<file path="config.mk">
export PLATFORM = sky130hd
export DESIGN_NAME = bsram_host_arbiter
export DESIGN_NICKNAME = d
export VERILOG_FILES = /design/src/rtl/bsram_host_arbiter.sv
export SDC_FILE = /design/constraint.sdc
export NUM_CORES = 1
export LEC_CHECK = 0
export CORE_AREA = 5 5 95 97
export CTS_CLUSTER_SIZE = 25
export DETAILED_ROUTE_END_ITERATION = 10
export DIE_AREA = 0 0 100 102
export GPL_TIMING_DRIVEN = 0
export PLACE_DENSITY = 0.74
export SYNTH_ARGS = -nofsm -noshare
export SYNTH_HDL_FRONTEND = slang
export SYNTH_SLANG_ARGS = --single-unit
</file>
<file path="constraint.sdc">
create_clock -name mclk -period 2.05 [get_ports mclk]
set_clock_uncertainty 0.05 [all_clocks]
set_input_delay 0.3075 -clock mclk [delete_from_list [all_inputs] [get_ports mclk]]
set_output_delay 0.3075 -clock mclk [all_outputs]
set_load 0.01 [all_outputs]
</file>
<file path="src/rtl/bsram_host_arbiter.sv">
`timescale 1ns/1ps
`default_nettype none
// ============================================================================
// Module   : bsram_host_arbiter
// Purpose  : Shares the cartridge BSRAM port between the mapper (always wins,
//            zero latency) and a host save/load channel that uses idle gaps.
// Option   : BSRAM_DIRTY_EN adds the dirty / dirty_clr mapper-write tracker.
// Revision : 1.0 - initial release
// ============================================================================
module bsram_host_arbiter #(
    parameter int GAP_CYC   = 4,
    parameter int ACC_CYC   = 3,
    parameter int RETRY_MAX = 255
) (
    input  logic        mclk,
    input  logic        rst_n,
    input  logic [19:0] map_addr,
    input  logic [7:0]  map_d,
    input  logic        map_ce_n,
    input  logic        map_oe_n,
    input  logic        map_we_n,
    output logic [7:0]  map_q,
    input  logic        host_req,
    input  logic        host_we,
    input  logic [19:0] host_addr,
    input  logic [7:0]  host_wdata,
    output logic [7:0]  host_rdata,
    output logic        host_ack,
    output logic        host_err,
    output logic        busy,
    output logic [19:0] bsram_addr,
    output logic [7:0]  bsram_d,
    input  logic [7:0]  bsram_q,
    output logic        bsram_ce_n,
    output logic        bsram_oe_n,
    output logic        bsram_we_n
`ifdef BSRAM_DIRTY_EN
    ,
    output logic        dirty,
    input  logic        dirty_clr
`endif
);

    localparam logic [3:0] GAP_LAST  = 4'(GAP_CYC - 1);
    localparam logic [2:0] ACC_LAST  = 3'(ACC_CYC - 1);
    localparam logic [7:0] RETRY_LIM = 8'(RETRY_MAX);

    typedef enum logic [1:0] {
        S_IDLE   = 2'd0,
        S_GAP    = 2'd1,
        S_ACCESS = 2'd2,
        S_DONE   = 2'd3
    } state_t;

    state_t      state_q, state_d;
    logic [3:0]  gap_q, gap_d;
    logic [2:0]  acc_q, acc_d;
    logic [7:0]  retry_q, retry_d;
    logic [7:0]  rdata_q, rdata_d;
    logic        err_q, err_d;
    logic [19:0] hold_addr_q;
    logic [7:0]  hold_d_q;

    logic        w_map_sel;
    logic        w_host_drive;

    always_ff @(posedge mclk or negedge rst_n) begin
        if (!rst_n) begin
            state_q     <= S_IDLE;
            gap_q       <= '0;
            acc_q       <= '0;
            retry_q     <= '0;
            rdata_q     <= '0;
            err_q       <= 1'b0;
            hold_addr_q <= '0;
            hold_d_q    <= '0;
        end else begin
            state_q     <= state_d;
            gap_q       <= gap_d;
            acc_q       <= acc_d;
            retry_q     <= retry_d;
            rdata_q     <= rdata_d;
            err_q       <= err_d;
            hold_addr_q <= bsram_addr;
            hold_d_q    <= bsram_d;
        end
    end

    always_comb begin
        state_d = state_q;
        gap_d   = gap_q;
        acc_d   = acc_q;
        retry_d = retry_q;
        rdata_d = rdata_q;
        err_d   = err_q;
        case (state_q)
            S_IDLE: begin
                if (host_req) begin
                    state_d = S_GAP;
                    gap_d   = '0;
                end
            end
            S_GAP: begin
                if (!map_ce_n) begin
                    gap_d = '0;
                end else if (gap_q == GAP_LAST) begin
                    state_d = S_ACCESS;
                    acc_d   = '0;
                end else begin
                    gap_d = gap_q + 4'd1;
                end
            end
            S_ACCESS: begin
                // A mapper cycle always aborts; a write is then replayed in full.
                if (!map_ce_n) begin
                    state_d = S_GAP;
                    gap_d   = '0;
                    if (retry_q != 8'hFF) begin
                        retry_d = retry_q + 8'd1;
                    end
                end else if (acc_q == ACC_LAST) begin
                    if (!host_we) begin
                        rdata_d = bsram_q;
                    end
                    state_d = S_DONE;
                end else begin
                    acc_d = acc_q + 3'd1;
                end
            end
            default: begin
                retry_d = '0;
                state_d = S_IDLE;
            end
        endcase
        if (retry_d == RETRY_LIM) begin
            err_d = 1'b1;
        end
    end

    // Reset gates the mapper path so strobes are inactive while rst_n is low.
    assign w_map_sel    = rst_n & ~map_ce_n;
    assign w_host_drive = (state_q == S_ACCESS) & map_ce_n;

    always_comb begin
        bsram_addr = hold_addr_q;
        bsram_d    = hold_d_q;
        bsram_ce_n = 1'b1;
        bsram_oe_n = 1'b1;
        bsram_we_n = 1'b1;
        if (w_map_sel) begin
            bsram_addr = map_addr;
            bsram_d    = map_d;
            bsram_ce_n = map_ce_n;
            bsram_oe_n = map_oe_n;
            bsram_we_n = map_we_n;
        end else if (w_host_drive) begin
            bsram_addr = host_addr;
            bsram_ce_n = 1'b0;
            bsram_oe_n = host_we;
            bsram_we_n = ~host_we;
            if (host_we) begin
                bsram_d = host_wdata;
            end
        end
    end

    assign map_q      = bsram_q;
    assign host_rdata = rdata_q;
    assign host_ack   = (state_q == S_DONE);
    assign host_err   = err_q;
    assign busy       = (state_q != S_IDLE);

`ifdef BSRAM_DIRTY_EN
    logic dirty_q;

    always_ff @(posedge mclk or negedge rst_n) begin
        if (!rst_n) begin
            dirty_q <= 1'b0;
        end else if (!map_ce_n && !map_we_n) begin
            dirty_q <= 1'b1;
        end else if (dirty_clr) begin
            dirty_q <= 1'b0;
        end
    end

    assign dirty = dirty_q;
`endif

endmodule
`default_nettype wire

</file>
==> impl_results.md <==
- Status: complete, but fails checks
- Failing checks: negative setup slack
- Largest net degree at the start of global routing: 30
- Worst Hold Class: reg2reg
- Avg Cell Area, Syn: 9.92 um2
- CTS tree: built
- Setup WS pre-CTS: -1.14 ns
- Pre-antenna DRT Iters: 4
- Gr ovfl total: 0
- Total GRT Usage: 16.1%
- Cell taking the most area after synthesis: dfrtp_1
- # fillers: 663
- Top-count cell post-synth: nand2_1
- Post-Synthesis Cells: 274
- Vias: 2757
- Placed wire-length estimate: 5710 um
- Ys async rst share: 100%
- CTS buffer count: 5
- CTS Sinks: 54
- Worst Tran Pin Value: 0.637 ns
- R2R depth: 11
- Ant diodes: 0
- Vias in the first global route: 2810
- Lkg Pwr: 2.33 nW
- Area growth from synthesis to layout: 80.8%
- Yosys warnings: 0
- Sequential share of the synthesized area: 49.7%
- Die area: 0.0102 mm2
- Origin of the worst min-delay path: hold_addr_q[10]
- Ys flop type: dfrtp_1
- Register area: 0.00135 mm2
- DRC violations left: 0
- Slew Viols, Final: 0
- CTS clk-pin slew, worst paths: 0.10 ns
- Top cell type's share of synthesized area: 49.7%
- Final antenna-violating net count: 0
- Clock Path Buffers: 2
- Final Hold Viols: 0
- DIE HEIGHT: 102 um
- PwrDens: 667 mW/mm2
- Post-route minimum period: 2.11 ns
- Max cap viols: 0
- Worst-skew pair later-pin latency: 0.31 ns
- Ports: 121
- # setup viols final: 23
- H-Tree Depth: 2
- Number of core rows: 33
- RePlAce Congestion: 0.797
- Fmax: 473 MHz
- Worst setup margin: -0.0623 ns
- Most frequent cells after synthesis: nand2_1 (61), dfrtp_1 (54), a22oi_1 (20), o21ai_0 (20)
- Cell variety after synth: 50
- Final Net Count: 524
- Final WL: 8860 um
- Unrepaired setup endpoints after global routing: true
- Crit path capture type: primary output
- CP max FO: 6
- CP startpoint: state_q[1]
- Final core occ: 61.0%
- Via density: 4.97
- Setup CP Type: reg2out
- Clk root buf: clkbuf_8
- Layout cell share with drive strength beyond 1: 39.8%
- Seq cells post-synth: 54
- Ranking of synthesized cells by area: dfrtp_1 (50%), nand2_1 (8.4%), a22oi_1 (5.5%)
- Starting density of the core: 33.8%
- Worst setup path endpoint: bsram_addr[8]
- Post-synth EDFFs: 0
- Die X: 100 um
- Antenna violations before repair: 0
- Syn Std Cell Area: 0.00272 mm2
- IR drop worst, VDD: 0.404 mV
- Reg2reg end: hold_addr_q[8]
- Period utilization: 103%
- Startpoint types: flip-flop
- 1st-iter DRT viols: 60
- Max-Slew Margin vs Limit: 57.4%
- Total core area: 0.00805 mm2
- First-pass GRT wire length: 13300 um
- Post-Syn Nets: 349
- Worst EP required: 1.69 ns
- FF-to-FF Start: state_q[1]
- Wire per inst: 16.0 um
- Multi-input gate area: 0.00151 mm2
- Flop2flop setup slack: -0.03 ns
- CP arrival: 1.75 ns
- I/O Buffers: 120
[per-stage QoR]
stage	hold WS, ns	area, um2	setup TNS, ns	total power (W)	cells
floorplan	-0.0381	2720	0	0.00185	274
global placement	0.404	4050	-214.09	0.00231	499
detailed placement	0.368	4070	-39.96	0.00234	500
CTS	0.438	4590	-1.27	0.00311	547
global route	0.455	4910	-3.19	0.00348	555
finish	0.444	4910	-0.540	0.00328	555
[cell type report]
cell class / instances / share of cell area (%)
Inverter: 4 / 0.305
Clock inverter: 3 / 0.433
Sequential cell: 54 / 27.5
Tap cell: 105 / 2.67
Buffer: 20 / 4.05
Timing Repair Buffer: 169 / 33.0
Multi-Input combinational cell: 195 / 30.7
Clock buffer: 5 / 1.40
[how the worst min path moves through the flow]
stage / to / slack [ns] / depth (start not counted)
CTS: hold_addr_q[4] / 0.44 / 2
global placement: hold_addr_q[18] / 0.40 / 2
global route: hold_addr_q[10] / 0.45 / 2
finish: hold_addr_q[10] / 0.44 / 2
detailed placement: retry_q[4] / 0.37 / 1
floorplan: acc_q[0] / -0.04 / 0
[timing repair]
action / CTS / global route
resized for setup: 202 / 64
setup buffers: 33 / 9
cloned: 2 / 2
endpoints found under the hold margin: 29 / 0
pin swaps: 18 / 12
hold buffers: 5 / 0
setup endpoints to repair: 39 / 35
[flip-flops by register name, summed over array words and instances, names as in the netlist]
name         count
host_rdata       8
gap_q            4
hold_addr_q     20
state_q          2
acc_q            3
hold_d_q         8
host_err         1
retry_q          8
[metal layers]
metal	GRT usage, %	vias up	share of wire (%)
li1	-	1310	-
met5	0	-	0
met3	4.91	14	7.9
met1	19.4	1317	40
met2	28.5	116	51
met4	3.52	0	1.3
[worst max-delay path, stage by stage (launching register included)]
cell,delay (ns)
dfrtp_1,0.41
buf_6,0.12
and3b_4,0.23
buf_6,0.15
clkbuf_16,0.15
a22oi_2,0.18
nand2_4,0.08
buf_6,0.13
[report_power, final]
group | leakage (nW) | switching (W) | internal [W]
Clock | 0.0441 | 0.000371 | 0.000241
Sequential | 0.690 | 0.000152 | 0.00122
Combinational | 1.59 | 0.000570 | 0.000723
[cell families after synthesis]
logic type	after synthesis	synth area share [%]
simple gates	107	19.7
compound gates	64	16.1
flops	54	49.7
buf+inv	26	5.34
mux	18	7.00
fa+ha+maj	4	1.84
xor+xnor	1	0.322
[cell usage in the layout (no fill, tap or decap), drive strengths merged, types with 2 or more instances in the layout]
cell type | synthesis | layout
a21oi | 4 | 4
mux2 | 8 | 8
clkinv | 0 | 2
clkbuf | 9 | 13
nand3b | 2 | 2
mux2i | 10 | 10
nor3 | 4 | 4
ha | 4 | 4
o21a | 2 | 2
o21ai | 21 | 21
o22ai | 2 | 2
dfrtp | 54 | 54
nand2b | 4 | 4
nand3 | 5 | 5
nor2b | 5 | 5
clkdlybuf4s50 | 0 | 85
or3 | 2 | 2
dlygate4sd2 | 0 | 2
buf | 13 | 90
and2 | 4 | 4
a22oi | 20 | 20
o31ai | 4 | 4
inv | 4 | 4
nand2 | 62 | 63
dlygate4sd3 | 0 | 2
or2 | 2 | 2
nor2 | 10 | 10
(Power assumes the default switching activity.)
